## src/rtl/gpio_cfg_pkg.sv

```systemverilog
// Shared constants, FSM state type and address helpers for the GPIO
// configuration shift-chain sequencer.
package gpio_cfg_pkg;

  localparam int unsigned NBLK = 19;
  localparam int unsigned WORD = 13;

  localparam logic [5:0] CH1_BASE = 6'd18;
  localparam logic [5:0] CH2_BASE = 6'd19;

  typedef enum logic [2:0] {
    ST_IDLE     = 3'd0,
    ST_SHIFT_LO = 3'd1,
    ST_SHIFT_HI = 3'd2,
    ST_LOAD_LO  = 3'd3,
    ST_LOAD_HI  = 3'd4,
    ST_DONE     = 3'd5
  } state_e;

  // Bit positions inside the housekeeping bit-bang register
  localparam int unsigned BB_XFER_BIT   = 0;
  localparam int unsigned BB_ENABLE_BIT = 1;
  localparam int unsigned BB_RESETN_BIT = 2;
  localparam int unsigned BB_LOAD_BIT   = 3;
  localparam int unsigned BB_CLOCK_BIT  = 4;
  localparam int unsigned BB_DATA1_BIT  = 5;
  localparam int unsigned BB_DATA2_BIT  = 6;

  // Chain 1 walks GPIO 18 down to 0, chain 2 walks GPIO 19 up to 37
  function automatic logic [5:0] ch1_addr(input logic [4:0] blk);
    return CH1_BASE - {1'b0, blk};
  endfunction

  function automatic logic [5:0] ch2_addr(input logic [4:0] blk);
    return CH2_BASE + {1'b0, blk};
  endfunction

endpackage

```

## src/rtl/gpio_serial_clkdiv.sv

```systemverilog
// Half-period down-counter: while running, emits a one-cycle tick every
// CLK_DIV cycles and reloads, so each FSM state lasts exactly CLK_DIV cycles.
module gpio_serial_clkdiv #(
  parameter logic [7:0] CLK_DIV = 8'd4
) (
  input  logic clk_i,
  input  logic rst_ni,
  input  logic run_i,
  output logic tick_o
);

  localparam logic [7:0] RELOAD = CLK_DIV - 8'd1;

  logic [7:0] cnt_q;
  logic [7:0] cnt_d;

  // Next count: reload when idle or on expiry, otherwise count down
  always_comb begin
    cnt_d = cnt_q;
    if (!run_i || (cnt_q == 8'd0)) begin
      cnt_d = RELOAD;
    end else begin
      cnt_d = cnt_q - 8'd1;
    end
  end

  // Counter register
  always_ff @(posedge clk_i or negedge rst_ni) begin
    if (!rst_ni) begin
      cnt_q <= RELOAD;
    end else begin
      cnt_q <= cnt_d;
    end
  end

  assign tick_o = run_i && (cnt_q == 8'd0);

endmodule

```

## src/rtl/gpio_serial_loader.sv

```systemverilog
// Sequencer that shifts all pad configuration words into the two GPIO
// shift chains and pulses load, or passes the bit-bang register through.
module gpio_serial_loader
  import gpio_cfg_pkg::*;
#(
  parameter int unsigned CLK_DIV = 4
) (
  input  logic        wb_clk_i,
  input  logic        wb_rstn_i,
  input  logic        xfer_start,
  output logic        xfer_busy,
  output logic        xfer_done,
  output logic [5:0]  cfg_addr_1,
  input  logic [12:0] cfg_data_1,
  output logic [5:0]  cfg_addr_2,
  input  logic [12:0] cfg_data_2,
  input  logic        bb_en,
  input  logic        bb_resetn,
  input  logic        bb_load,
  input  logic        bb_clock,
  input  logic        bb_data_1,
  input  logic        bb_data_2,
  output logic        serial_resetn,
  output logic        serial_load,
  output logic        serial_clock,
  output logic        serial_data_1,
  output logic        serial_data_2
);

  localparam logic [3:0] BIT_MSB  = 4'(WORD - 1);
  localparam logic [4:0] BLK_LAST = 5'(NBLK - 1);

  state_e      state_q;
  logic [4:0]  blk_q;
  logic [3:0]  bit_q;
  logic        busy_q;
  logic        done_q;
  logic        resetn_q;
  logic        load_q;
  logic        sclk_q;
  logic        sd1_q;
  logic        sd2_q;
  logic [5:0]  addr1_q;
  logic [5:0]  addr2_q;
  logic        tick_s;

  gpio_serial_clkdiv #(
    .CLK_DIV (8'(CLK_DIV))
  ) u_clkdiv (
    .clk_i  (wb_clk_i),
    .rst_ni (wb_rstn_i),
    .run_i  (busy_q),
    .tick_o (tick_s)
  );

  // Sequencer FSM with registered chain outputs. The regfile address runs one
  // block ahead during the last SHIFT_HI of a word, so the next word's MSB is
  // already readable on the edge that enters its first SHIFT_LO.
  always_ff @(posedge wb_clk_i or negedge wb_rstn_i) begin
    if (!wb_rstn_i) begin
      state_q  <= ST_IDLE;
      blk_q    <= 5'd0;
      bit_q    <= BIT_MSB;
      busy_q   <= 1'b0;
      done_q   <= 1'b0;
      resetn_q <= 1'b0;
      load_q   <= 1'b0;
      sclk_q   <= 1'b0;
      sd1_q    <= 1'b0;
      sd2_q    <= 1'b0;
      addr1_q  <= CH1_BASE;
      addr2_q  <= CH2_BASE;
    end else begin
      done_q <= 1'b0;
      case (state_q)
        ST_IDLE: begin
          blk_q <= 5'd0;
          bit_q <= BIT_MSB;
          if (bb_en) begin
            resetn_q <= bb_resetn;
            load_q   <= bb_load;
            sclk_q   <= bb_clock;
            sd1_q    <= bb_data_1;
            sd2_q    <= bb_data_2;
          end else if (xfer_start) begin
            state_q  <= ST_SHIFT_LO;
            busy_q   <= 1'b1;
            resetn_q <= 1'b1;
            load_q   <= 1'b0;
            sclk_q   <= 1'b0;
            sd1_q    <= cfg_data_1[BIT_MSB];
            sd2_q    <= cfg_data_2[BIT_MSB];
          end else begin
            resetn_q <= 1'b1;
            load_q   <= 1'b0;
            sclk_q   <= 1'b0;
            sd1_q    <= 1'b0;
            sd2_q    <= 1'b0;
          end
        end
        ST_SHIFT_LO: begin
          sd1_q <= cfg_data_1[bit_q];
          sd2_q <= cfg_data_2[bit_q];
          if (tick_s) begin
            state_q <= ST_SHIFT_HI;
            sclk_q  <= 1'b1;
            if ((bit_q == 4'd0) && (blk_q != BLK_LAST)) begin
              addr1_q <= ch1_addr(blk_q + 5'd1);
              addr2_q <= ch2_addr(blk_q + 5'd1);
            end
          end
        end
        ST_SHIFT_HI: begin
          if (tick_s) begin
            sclk_q <= 1'b0;
            if (bit_q == 4'd0) begin
              if (blk_q == BLK_LAST) begin
                state_q <= ST_LOAD_LO;
                sd1_q   <= 1'b0;
                sd2_q   <= 1'b0;
                addr1_q <= CH1_BASE;
                addr2_q <= CH2_BASE;
              end else begin
                state_q <= ST_SHIFT_LO;
                blk_q   <= blk_q + 5'd1;
                bit_q   <= BIT_MSB;
                sd1_q   <= cfg_data_1[BIT_MSB];
                sd2_q   <= cfg_data_2[BIT_MSB];
              end
            end else begin
              state_q <= ST_SHIFT_LO;
              bit_q   <= bit_q - 4'd1;
              sd1_q   <= cfg_data_1[bit_q - 4'd1];
              sd2_q   <= cfg_data_2[bit_q - 4'd1];
            end
          end
        end
        ST_LOAD_LO: begin
          if (tick_s) begin
            state_q <= ST_LOAD_HI;
            load_q  <= 1'b1;
          end
        end
        ST_LOAD_HI: begin
          if (tick_s) begin
            state_q <= ST_DONE;
            load_q  <= 1'b0;
            busy_q  <= 1'b0;
            done_q  <= 1'b1;
          end
        end
        ST_DONE: begin
          state_q <= ST_IDLE;
        end
        default: begin
          state_q  <= ST_IDLE;
          busy_q   <= 1'b0;
          resetn_q <= 1'b1;
          load_q   <= 1'b0;
          sclk_q   <= 1'b0;
          sd1_q    <= 1'b0;
          sd2_q    <= 1'b0;
          addr1_q  <= CH1_BASE;
          addr2_q  <= CH2_BASE;
        end
      endcase
    end
  end

  assign xfer_busy     = busy_q;
  assign xfer_done     = done_q;
  assign cfg_addr_1    = addr1_q;
  assign cfg_addr_2    = addr2_q;
  assign serial_resetn = resetn_q;
  assign serial_load   = load_q;
  assign serial_clock  = sclk_q;
  assign serial_data_1 = sd1_q;
  assign serial_data_2 = sd2_q;

endmodule

```

## config.mk

```make
export PLATFORM = sky130hd
export DESIGN_NAME = gpio_serial_loader
export DESIGN_NICKNAME = d
export VERILOG_FILES = /design/src/rtl/gpio_cfg_pkg.sv /design/src/rtl/gpio_serial_clkdiv.sv /design/src/rtl/gpio_serial_loader.sv
export SDC_FILE = /design/constraint.sdc
export NUM_CORES = 1
export LEC_CHECK = 0
export CAP_MARGIN = 20
export CORE_ASPECT_RATIO = 1.75
export CORE_MARGIN = 2
export CORE_UTILIZATION = 48
export CTS_BUF_LIST = sky130_fd_sc_hd__clkbuf_2 sky130_fd_sc_hd__clkbuf_4 sky130_fd_sc_hd__clkbuf_8
export CTS_CLUSTER_DIAMETER = 50
export DETAILED_ROUTE_END_ITERATION = 16
export MAX_ROUTING_LAYER = met4
export PLACE_DENSITY = 0.78
export SETUP_SLACK_MARGIN = 0.02
export SLEW_MARGIN = 25
export SYNTH_ARGS = -nofsm -noshare
export SYNTH_HDL_FRONTEND = slang
export SYNTH_SLANG_ARGS = --single-unit
```

## constraint.sdc

```tcl
create_clock -name wb_clk_i -period 2.94 [get_ports wb_clk_i]
set_input_delay 0.294 -clock wb_clk_i [delete_from_list [all_inputs] [get_ports wb_clk_i]]
set_output_delay 0.294 -clock wb_clk_i [all_outputs]
set_load 0.03 [all_outputs]
```

==> results.ini <==
[worst_setup_path]
crit_arrival_ps=2630
rr_startpoint=bit_q[1]$_DFFE_PN0P_
path_class=reg2reg
critPathMaxFanout=11
crit_start=bit_q[1]$_DFFE_PN0P_
end_kind=flop
required_ps=3120
start_kind=flop

[die]
row_count=36
dieArea_sq_um=6250
core_area_sq_um=5500
die_h_um=103
io_pins=54
die_w_um=60.6
start_util_pct=49.0

[clock_network]
holdBufCountCts=0
clk_path_buf_depth=2
h-tree-depth=2
root_buffer=clkbuf_8
post-cts-setup-buffers=0
ctsResizeCount=0
clkLatencyLatePin_ps=300
path_clk_slew_ps=70
cts_tree=done
numCtsBuffers=5
clock-sinks=38

[synthesis]
syn_area_per_cell_sq_um=9.76
synth-seq-cells=38
ys_types=57
synthesis.area_sq_um=2690
synthCells=276
synthFlopType=dfrtp_1
yosysSeqAreaShare_pct=35.7
synthArstFlopShare_pct=100
syn-num-nets=317
synth_edf_count=0
yosys_warnings=0

[pwr]
p_switching_uw=218
combPwrFrac_pct=8.4
p_int_uw=853
clkPwrFrac_pct=42.6
ir_drop_uv=168
leakage_uw=0.00134
switching_share_pct=20.3
seq_power_share_pct=49.0
p_total_uw=1070
cellPowerDensity_nw_per_um2=315

[grt]
grt_max_degree=39
overflow=0
grt_antenna_before_repair=0
track_usage_pct=22.4
grt_first_pass_wirelength_um=10100
grt_pass1_vias=2182

[detailed_routing]
wl_met1_um=2320
dr_wl_met2_um=3730
firstDrtPassIters=4
top_layer=met4
drt_first_iter_violations=38
drc=0
postRouteAntennaNets=0
dr_wl_met3_um=220
vias_per_cell=5.74
num_vias=2315
wl_um=6490
wl_per_cell_um=16.1

[sta]
setup-violations-final=0
worstMarginPinSlew_ps=857
period_needed_ps=2450
fin_skew_ps=7.83
fmax_ghz=0.409
rsz0062_at_grt=no
setup_tns_ps=0
finalMaxSlewViolations=0
min_period_over_period_pct=83.3
hold_viol_final=0
timing.slew.headroom_pct=42.9

[final_layout]
nets=367
area_delta_synth_final_pct=26.3
n_antenna_cell=0
drive_above_1_share_pct=18.3

[job]
cap_violations=0

[placed_design]
place.gp.congestion=0.912
io_buffers=53
dp_hpwl_um=5140

[run_status]
status=finished clean

[worst_hold_path]
hold_path_class=in2async

==> per-stage QoR <==
stage	instances	hold slack [ps]	area (sq um)	utilization, %	setup WS [ps]
after floorplan	276	-1.59	2690	-	86.6
after global placement	395	440	3290	59.8	549
after detailed placement	395	446	3290	59.8	501
after CTS	403	126	3400	61.9	486
after global routing	403	174	3400	61.9	362
final	403	101	3400	61.9	492
==> cells by family (layout without fill, tap and decap cells) <==
group | after synthesis | in the layout | synth area share, %
compound gates | 53 | 53 | 13.2
buf+inv | 29 | 80 | 4.74
mux | 35 | 35 | 18.4
xor+xnor | 14 | 14 | 4.55
fa+ha+maj | 6 | 6 | 2.79
flops | 38 | 38 | 35.7
simple gates | 101 | 101 | 20.6
==> path summary, 6_finish.rpt <==
kind,end,slack (ps),cells after the start
setup / recovery,cfg_addr_2[5]$_DFFE_PN0P_,490,8
hold / removal,u_clkdiv.cnt_q[2]$_DFF_PN0_,100,1
setup reg to reg,cfg_addr_2[5]$_DFFE_PN0P_,490,8
hold reg to reg,cfg_addr_2[0]$_DFFE_PN1P_,490,2
max in group asynchronous,cfg_addr_2[3]$_DFFE_PN0P_,2290,1
min in group wb_clk_i,cfg_addr_2[0]$_DFFE_PN1P_,490,2
==> area by class of cell <==
cell class,count,area [sq um]
clock inverter,1,30.0
clock buffer,7,83.8
multi-input combinational,209,1600
tap,76,95.1
sequential,38,961
timing repair buffer,61,586
inverter,11,41.3
fill,483,2090
==> cell usage after synthesis (3+ instances only) <==
master	n	area [sq um]
dfrtp_1	30	751
xnor2_1	8	70.1
nand3b_1	5	37.5
nand3_1	11	55.1
xor2_1	6	52.6
dfstp_2	8	210
inv_1	11	41.3
mux2_4	9	135
nand2b_1	3	18.8
ha_1	6	75.1
a31oi_1	6	37.5
mux2_1	3	33.8
nor2_1	28	105
nor3_1	7	35.0
nor3b_1	8	60.1
nand4_1	3	18.8
buf_2	3	15.0
nand2_1	19	71.3
clkbuf_1	13	48.8
mux2_2	7	78.8
mux2i_1	9	90.1
a21oi_1	13	65.1
o21ai_0	10	50.1
mux4_2	7	158
==> power groups by stage <==
stage / Clock [uW] / Combinational, uW / Sequential (uW)
floorplan: 0 / 20.1 / 538
global route: 482 / 96.4 / 525
CTS: 466 / 90.2 / 525
global placement: 0 / 88.0 / 535
detailed placement: 0 / 90.2 / 535
finish: 456 / 89.6 / 525
==> critical path: stages (launching register included) <==
cell and delay [ps]:
dfrtp_1 380, inv_1 150, ha_1 220, or3b_2 500, nor3_1 280, a21oi_2 100
o21ai_2 120, buf_4 240, mux2_2 350
==> state kept, by name, summed over array words and instances (netlist names) <==
register / cells
u_clkdiv.cnt_q: 8
cfg_addr_1: 6
blk_q: 5
cfg_addr_2: 5
bit_q: 4
state_q: 3
serial_clock: 1
serial_data_1: 1
serial_data_2: 1
serial_load: 1
serial_resetn: 1
xfer_busy: 1
xfer_done: 1
==> cells in the final DEF, fill, tap and decap left out, types with 3 or more instances in the layout <==
cell	instances
nor3b_1	8
xor2_1	6
nand2_1	19
inv_1	11
mux2_1	3
ha_1	6
mux2_4	9
a21oi_1	13
buf_4	8
nor2_1	28
a31oi_1	6
o21ai_0	10
mux2_2	7
nand3_1	11
nand3b_1	5
clkdlybuf4s50_1	52
mux2i_1	9
nand4_1	3
xnor2_1	8
nand2b_1	3
mux4_2	7
nor3_1	7
dfstp_2	8
dfrtp_1	30
clkbuf_8	5
==> layer usage <==
layer | track usage (%) | vias to the layer above
li1 | - | 1107
met1 | 21.3 | 1114
met2 | 42.3 | 76
met3 | 2.63 | 18
met4 | 11.0 | 0
met5 | - | -
(Power assumes the default switching activity.)
